### config.mk
export PLATFORM = sky130hd
export DESIGN_NAME = conv_result_rx
export DESIGN_NICKNAME = d
export VERILOG_FILES = /design/src/rtl/conv_pkg.sv /design/src/rtl/conv_rx_mem.sv /design/src/rtl/conv_result_rx.sv
export SDC_FILE = /design/constraint.sdc
export NUM_CORES = 1
export LEC_CHECK = 0
export ABC_AREA = 1
export ABC_CLOCK_PERIOD_IN_PS = 3700
export CAP_MARGIN = 10
export CORE_MARGIN = 1
export CORE_UTILIZATION = 45
export DETAILED_ROUTE_END_ITERATION = 7
export GPL_ROUTABILITY_DRIVEN = 0
export REMOVE_ABC_BUFFERS = 1
export SYNTH_ARGS = -nofsm -noshare
export SYNTH_HDL_FRONTEND = slang
export SYNTH_HIERARCHICAL = 1
export SYNTH_SLANG_ARGS = --single-unit
export TNS_END_PERCENT = 30
### constraint.sdc
create_clock -name CLK -period 3.7 [get_ports CLK]
set_input_delay 0.37 -clock CLK [delete_from_list [all_inputs] [get_ports CLK]]
set_output_delay 0.37 -clock CLK [all_outputs]
set_load 0.01 [all_outputs]
### src/rtl/conv_pkg.sv
// Shared definitions for the convolution engine and its result receiver:
// receiver state encoding, default buffer geometry and the output-size helper.
package conv_pkg;

  typedef enum logic [2:0] {
    ST_IDLE,
    ST_ARMED,
    ST_CAPTURE,
    ST_COMPLETE,
    ST_ERROR
  } state_t;

  localparam int DEF_WIDTH = 16;
  localparam int DEF_DEPTH = 64;

  // Number of output words for an N x N input, M x M kernel and stride S.
  // Returns 0 for configurations that cannot produce an output.
  function automatic logic [12:0] out_count(input logic [5:0] n,
                                            input logic [5:0] m,
                                            input logic [5:0] s);
    logic [5:0] p;
    if (s == 6'd0 || m == 6'd0 || m > n) return 13'd0;
    p = (n - m) / s + 6'd1;
    return 13'(p) * 13'(p);
  endfunction

endpackage

### src/rtl/conv_rx_mem.sv
// Result buffer: simple dual-port RAM with one write port and a registered
// read port; a same-address read and write in one cycle returns the old word.
module conv_rx_mem #(
  parameter int Width = 16,
  parameter int Depth = 64,
  parameter int AW    = 6
) (
  input  logic             CLK,
  input  logic             wr_en,
  input  logic [AW-1:0]    wr_addr,
  input  logic [Width-1:0] wr_data,
  input  logic             rd_en,
  input  logic [AW-1:0]    rd_addr,
  output logic [Width-1:0] rd_data
);

  logic [Width-1:0] mem [Depth];

  always_ff @(posedge CLK) begin
    if (wr_en) mem[wr_addr] <= wr_data;
    if (rd_en) rd_data <= mem[rd_addr];
  end

endmodule

### src/rtl/conv_result_rx.sv
// Receive end of the convolution output stream: captures words into a buffer,
// counts them against the expected output size and serves host reads.
module conv_result_rx
  import conv_pkg::*;
#(
  parameter int Width = DEF_WIDTH,
  parameter int Depth = DEF_DEPTH,
  parameter int AW    = 6
) (
  input  logic             CLK,
  input  logic             RST,
  input  logic             START,
  input  logic [5:0]       N1,
  input  logic [5:0]       M1,
  input  logic [5:0]       S1,
  input  logic [Width-1:0] DATA_IN,
  input  logic             VALID_IN,
  input  logic             RD_EN,
  input  logic [AW-1:0]    RD_ADDR,
  output logic [Width-1:0] RD_DATA,
  output logic             RD_VALID,
  output logic [AW:0]      COUNT,
  output logic             BUSY,
  output logic             CAP_DONE,
  output logic             ERR_OVF,
  output logic             ERR_CFG
);

  localparam logic [AW:0] ONE = 1;

  state_t           state, state_nxt;
  logic [AW:0]      count, exp_q;
  logic [12:0]      exp_in;
  logic             cfg_ok, wr_en, last_word, err_ovf;
  logic             rd_ok_p1, rd_vld_p1;
  logic [Width-1:0] mem_rd_p1;

  assign exp_in    = out_count(N1, M1, S1);
  assign cfg_ok    = (S1 != 6'd0) && (M1 != 6'd0) && (M1 <= N1) &&
                     (exp_in <= 13'(Depth));
  // START takes priority: a word arriving with it is dropped.
  assign wr_en     = !START && VALID_IN &&
                     (state == ST_ARMED || state == ST_CAPTURE);
  assign last_word = (count + ONE) == exp_q;

  always_ff @(posedge CLK or posedge RST) begin
    if (RST) state <= ST_IDLE;
    else     state <= state_nxt;
  end

  always_comb begin
    state_nxt = state;
    if (START) begin
      state_nxt = cfg_ok ? ST_ARMED : ST_ERROR;
    end else if (wr_en) begin
      state_nxt = last_word ? ST_COMPLETE : ST_CAPTURE;
    end
  end

  always_comb begin
    BUSY     = (state == ST_ARMED) || (state == ST_CAPTURE);
    CAP_DONE = (state == ST_COMPLETE);
    ERR_CFG  = (state == ST_ERROR);
  end

  always_ff @(posedge CLK or posedge RST) begin
    if (RST) begin
      count   <= '0;
      exp_q   <= '0;
      err_ovf <= 1'b0;
    end else if (START) begin
      count   <= '0;
      exp_q   <= exp_in[AW:0];
      err_ovf <= 1'b0;
    end else begin
      if (wr_en) count <= count + ONE;
      if (VALID_IN && state == ST_COMPLETE) err_ovf <= 1'b1;
    end
  end

  // Read stage p0 -> p1: RAM output plus the address-in-range mask.
  always_ff @(posedge CLK or posedge RST) begin
    if (RST) begin
      rd_vld_p1 <= 1'b0;
      rd_ok_p1  <= 1'b0;
    end else begin
      rd_vld_p1 <= RD_EN;
      if (RD_EN) rd_ok_p1 <= ({1'b0, RD_ADDR} < count);
    end
  end

  conv_rx_mem #(
    .Width (Width),
    .Depth (Depth),
    .AW    (AW)
  ) u_mem (
    .CLK     (CLK),
    .wr_en   (wr_en),
    .wr_addr (count[AW-1:0]),
    .wr_data (DATA_IN),
    .rd_en   (RD_EN),
    .rd_addr (RD_ADDR),
    .rd_data (mem_rd_p1)
  );

  assign RD_DATA  = rd_ok_p1 ? mem_rd_p1 : '0;
  assign RD_VALID = rd_vld_p1;
  assign COUNT    = count;
  assign ERR_OVF  = err_ovf;

endmodule

Word-level counts from Yosys, hierarchy flattened
Memories as Yosys holds them, arrays and structs flattened. A register that Yosys moved wholly into a read port is not among the register bits.
Index checks and enable logic that the tools add are counted.
Widths: inputs -> output; s select.
{"block": "totals", "mem_count": 1, "output_inout_bits": 28, "ff_bits": 20, "word_cells": 51, "ram_bits": 1024}
{"name": "u_mem.mem", "words": 64, "width": 16, "rd": 1, "rd_ports_with_merged_regs": 1, "wr": 1, "line_no": "conv_rx_mem.sv:17", "text": "logic [Width-1:0] mem [Depth];"}
{"block": "op_classes", "multipliers": 1, "reduce_logical": 16, "div_mod_pow": 1, "magnitude_cmp": 4, "muxes": 14, "add_sub_neg": 3, "eq_ne": 5}
{"cell": "$mux 13", "n": 2}
{"cell": "$mux 16", "n": 1}
{"cell": "$mux 7", "n": 2}
{"cell": "$le 13x7->1 const B", "n": 1}
{"cell": "$logic_not 6->1", "n": 2}
{"cell": "$mul 6x6->12", "n": 1}
{"cell": "$reduce_bool 6->1", "n": 2}
{"cell": "$mux 3", "n": 3}
{"cell": "$add 7x1->7 const B", "n": 1}
{"cell": "$eq 7x7->1", "n": 1}
{"cell": "$lt 6x7->1", "n": 1}
{"cell": "$add 6x1->6 const B", "n": 1}
{"cell": "$div 6x6->6", "n": 1}
{"cell": "$eq 3x2->1 const B", "n": 2}
{"cell": "$gt 6x6->1", "n": 1}
{"cell": "$le 6x6->1", "n": 1}
{"cell": "$logic_and 1x1->1", "n": 6}
{"cell": "$mux 1", "n": 6}
{"cell": "$sub 6x6->6", "n": 1}
{"cell": "$reduce_bool 2->1", "n": 2}
{"cell": "$eq 3x1->1 const B", "n": 1}
{"cell": "$eq 3x3->1 const B", "n": 1}
{"cell": "$logic_or 1x1->1", "n": 3}
{"cell": "$logic_not 1->1", "n": 1}

Logic depth before layout (Yosys ltp)
{"block": "depth", "depth_word": 9, "depth_mapped": 76, "mapped_depth_nobuf": 75}

By module
Netlist, hierarchy kept.
{"module": "conv_rx_mem", "seq_area_each_um2": 31230.0, "cells_per_inst": 3517, "instances": 1, "area_per_inst_um2": 42259.3}
{"module": "conv_result_rx", "seq_area_each_um2": 475.5, "cells_per_inst": 478, "instances": 1, "area_per_inst_um2": 3280.6}

Worst setup path after synthesis
OpenSTA, ideal clock, no wires.
{"block": "synth_path", "path_kind": "input to register", "startpoint": "in M1[2]", "endpoint": "reg state[0]", "setup_slack_ns": -6.647, "t_arrival_ns": 10.222, "stages": 72, "setup_ns": 0.125, "n_path_buf": 1, "path_cell_list": "inv_1 > ha_1 > a21o_1 > nand2_1 > nand3_1 > xor2_1 > ha_1 > o21ai_0 > nor2_1 > inv_1 > nand2_1 > o21ai_0 > ha_1 > nand2_1 > nand2_1 > nor2_1 > nor2_4 > inv_2 > [... 36 more ...] > inv_1 > nand2_1 > fa_1 > fa_1 > inv_1 > fa_1 > ha_1 > nand2_1 > o21ai_0 > nand4_1 > nand3_1 > nand2_1 > nand3_1 > nor2_1 > nand2_1 > nand2_1 > nand2_1 > a21oi_2"}
{"block": "synth_via", "elab_chain_len": 9, "word_cells_on_any_way": 18}
{"element": "from (decl)", "line_no": "conv_result_rx.sv:14", "text": "input logic [5:0] M1,"}
{"element": "$sub 6x6->6 or $logic_not 6->1 (tied branches)", "line_no": "conv_pkg.sv:23, conv_pkg.sv:22"}
{"element": "$div 6x6->6 or $logic_or 1x1->1 (tied branches)", "line_no": "conv_pkg.sv:23, conv_pkg.sv:22"}
{"element": "$add 6x1->6 or $logic_or 1x1->1 (tied branches)", "line_no": "conv_pkg.sv:23, conv_pkg.sv:22"}
{"element": "$mul 6x6->12 or $mux 1 (tied branches)", "line_no": "conv_pkg.sv:24, conv_pkg.sv:22"}
{"element": "$mux 13", "line_no": "conv_pkg.sv:23", "text": "p = (n - m) / s + 6'd1;"}
{"element": "$le 13x7->1", "line_no": "conv_result_rx.sv:40", "text": "(exp_in <= 13'(Depth));"}
{"element": "$logic_and 1x1->1 *", "line_no": "conv_result_rx.sv:39", "text": "assign cfg_ok = (S1 != 6'd0) && (M1 != 6'd0) && (M1 <= N1) &&"}
{"element": "$mux 3 *", "line_no": "conv_result_rx.sv:54", "text": "state_nxt = cfg_ok ? ST_ARMED : ST_ERROR;"}
{"element": "$mux 3 *", "line_no": "conv_result_rx.sv:53", "text": "if (START) begin"}
{"element": "to (signal assigned)", "line_no": "conv_result_rx.sv:48", "text": "else state <= state_nxt;"}
{"element": "to (decl)", "line_no": "conv_result_rx.sv:31", "text": "state_t state, state_nxt;"}
Every way passes the cells marked *; elsewhere a longest branch is shown, timed or not.
A chain may end at the register's enable or synchronous reset.

Worst setup path after layout
{"block": "layout_path", "startpoint": "in M1[4]", "endpoint": "reg state[0]"}
The elaborated chain is that of the path after synthesis.

==> results.sh <==
export IMPL_cpMaxStageDelayCell="fa_1"
export IMPL_fin_crit_ns=9.208
export IMPL_clkTransAtPathRegs_ns=0.06
export IMPL_final_common_cell="nand2_1"
export IMPL_synth_edf_count=1040
export IMPL_max_cap_viol_count=0
export IMPL_p_switching_w=0.006684
export IMPL_intPower_w=0.02014
export IMPL_area_growth_pct=16.25
export IMPL_crit_reg2reg_capture="u_mem/mem[11][15]$_DFFE_PP_"
export IMPL_syn_cell_area_um2=45540
export IMPL_yosysTopAreaCellShare=0.6858
export IMPL_ir_drop_v=0.0004078
export IMPL_grt_ovfl_total=0
export IMPL_ant_nets=0
export IMPL_yosysWarnings=6
export IMPL_die_width_um=320.1
export IMPL_cts_root_buf="clkbuf_16"
export IMPL_crit_required_ns=4.34
export IMPL_cts_max_level=3
export IMPL_skew_ns=0.03662
export IMPL_timing_final_ws_setup_ns=-5.508
export IMPL_hold_buffers=0
export IMPL_seq_area_frac_synth=0.6962
export IMPL_drt_iter0_markers=3086
export IMPL_die_h_um=320.1
export IMPL_core_area_um2=100100
export IMPL_vias=31120
export IMPL_setup_viol=8
export IMPL_cts_buffers=109
export IMPL_ys_async_sr_fraction=0.01794
export IMPL_synthDistinctLibCells=48
export IMPL_grt_total_usage=0.2424
export IMPL_crit_start="M1[4]"
export IMPL_status="complete, but fails checks"
export IMPL_fin_nets=4362
export IMPL_cellPowerDensity_nw_per_um2=506.6
export IMPL_cp_start_kind="input pin"
export IMPL_drc=0
export IMPL_p_leak_nw=19.83
export IMPL_worst_pin_slew_ns=1.202
export IMPL_synthTopCellsByArea="edfxtp_1 69%, nand2_1 12%, nand3_1 9.9%"
export IMPL_design_power_total_w=0.02682
export IMPL_hold_path_class="input pin to asynchronous set/reset pin"
export IMPL_drive_above_1_share=0.1460
export IMPL_endpoint="state[0]$_DFFE_PP0P_"
export IMPL_antenna_found_initial=2
export IMPL_cts_sinks=1059
export IMPL_reg2reg_from="state[0]$_DFFE_PP0P_"
export IMPL_path_class="input pin to flop"
export IMPL_cp_end_kind="flop"
export IMPL_antennaDiodeCount=0
export IMPL_routedWlPerCell_um=22.25
export IMPL_routed_wl_um=125500
export IMPL_rows=116
export IMPL_hold_viol=0
export IMPL_grt_start_max_net_pins=147
export IMPL_rsz0062_at_grt="true"
export IMPL_combinationalPowerShare=0.126
export IMPL_slowest_delay_ns=0.50
export IMPL_crit_path_frequent_cell="buf_4"
export IMPL_ff2ff_path_depth=9
export IMPL_swShare=0.2492
export IMPL_synth_seq_cells=1059
export IMPL_power_frac_seq=0.495
export IMPL_p_clk_frac=0.379
export IMPL_firstDrtPassIters=5
export IMPL_ios=73
export IMPL_routed_via_density=5.517
export IMPL_dpl_hpwl_um=70970
export IMPL_grt_pass1_wl_um=186300
export IMPL_start_util=0.4547
export IMPL_fin_crit_sh=2.489
export IMPL_slew_headroom=0.1990
export IMPL_cp_max_fo=5
export IMPL_worstPathArrival_ns=9.85
export IMPL_maxSlewViolCount=0
export IMPL_ctsLongestPathBuffers=3
export IMPL_final_cell_mix="1,377 x nand2_1, 1,040 x edfxtp_1, 890 x nand3_1"
export IMPL_fmax_mhz=108.6
export IMPL_io_buffers=72
export IMPL_yosys_area_top_type="edfxtp_1"
export IMPL_cts_tree="done"
export IMPL_violations="negative setup slack"
export IMPL_synth_ff_type="edfxtp_1"
export IMPL_grt_pass1_vias=29720
export IMPL_die_area_um2=102500
export IMPL_rrSetupSlack_ns=0.75
export IMPL_worstSkewPairLatency_ns=0.71
export IMPL_avgSynthCellArea_um2=11.40
export IMPL_fillers=8486
export IMPL_final_util=0.5286
export IMPL_netlist_instances=3995
==> final cells by class <==
| class | count | area [um^2] | area share |
|---|---|---|---|
| sequential | 1059 | 31710 | 0.5989 |
| multi-input combinational | 2594 | 12680 | 0.2395 |
| timing repair buffer | 380 | 3206 | 0.06055 |
| clock buffer | 145 | 2873 | 0.05426 |
| tap | 1298 | 1624 | 0.03068 |
| inverter | 113 | 467.9 | 0.008839 |
| clock inverter | 52 | 384.1 | 0.007255 |
==> worst min path at each step <==
stage,start,to,slack (ns)
2_1_floorplan,RST,COUNT[0]$_DFFE_PP0P_,0.32
3_3_place_gp,exp_q[5]$_DFFE_PP0P_,exp_q[5]$_DFFE_PP0P_,0.50
3_5_place_dp,ERR_OVF$_DFFE_PP0P_,ERR_OVF$_DFFE_PP0P_,0.53
4_1_cts,RST,state[2]$_DFFE_PP0P_,0.14
5_1_grt,DATA_IN[0],u_mem/mem[6][0]$_DFFE_PP_,0.19
6_report,RST,state[2]$_DFFE_PP0P_,0.16
==> registers in the layout (all words and copies together) (netlist names) <==
register,flops
COUNT,7
u_mem/mem,1024
RD_VALID,1
u_mem/rd_data,16
rd_ok_p1,1
exp_q,6
ERR_OVF,1
state,3
==> layer usage <==
layer / share of wire / global-route usage / up-vias
met2: 0.47 / 0.3881 / 1249
met5: 0.000072 / 0 / -
met4: 0.035 / 0.08868 / 2
met3: 0.077 / 0.03643 / 221
met1: 0.42 / 0.3364 / 15180
li1: - / - / 14470
==> worst max-delay path, delay by kind of cell <==
family,cells,cell delay [ns]
AOI/OAI and AO/OA,4,0.51
and+or+nand+nor,13,1.04
xor gates and xnor gates,3,0.57
buffers and inverters,48,5.57
adders and majority gates,5,1.78
==> Yosys cell counts, types with 7 or more instances <==
master / number
fa_1: 10
xnor2_1: 7
clkbuf_1: 30
nand3_1: 898
ha_1: 50
nor2_1: 89
inv_1: 106
dfrtp_1: 19
edfxtp_1: 1040
o21ai_0: 23
nand4_1: 18
buf_1: 17
nand2_1: 1404
xor2_1: 16
buf_4: 19
buf_6: 49
buf_2: 113
a21oi_1: 15
nor4_1: 8
==> repair_timing <==
action	in CTS	in global routing
endpoints found under the setup margin	8	8
setup buffers	65	8
hold endpoints to repair	0	0
pin swaps	95	49
resized for setup	156	50
==> power by group through the flow <==
stage	Combinational, W	Clock, W	Sequential (W)
CTS	0.00315	0.0103	0.0133
global placement	0.00273	0	0.0135
finish	0.00338	0.0102	0.0133
floorplan	0.00132	0	0.0135
detailed placement	0.00276	0	0.0135
global route	0.00367	0.0108	0.0133
==> per-stage QoR <==
stage	area, um^2	setup TNS [ns]	hold WS, ns	instances	setup WS [ns]
3_3_place_gp	48470	-45.57	0.4961	5375	-6.891
4_1_cts	52650	-33.55	0.1401	5635	-5.296
3_5_place_dp	48470	-47.47	0.5280	5375	-7.133
2_1_floorplan	44090	-41.09	0.3211	3766	-6.517
5_1_grt	52940	-36.89	0.1901	5641	-5.818
6_report	52940	-34.40	0.1591	5641	-5.508
==> kinds of logic after synthesis <==
group / Yosys count / synth area share
flops: 1059 / 0.6962
xor+xnor: 23 / 0.004423
simple gates: 2439 / 0.2300
buf+inv: 342 / 0.04135
compound gates: 72 / 0.009891
fa+ha+maj: 60 / 0.01813
Note: power is estimated with default switching activity, not from simulation.
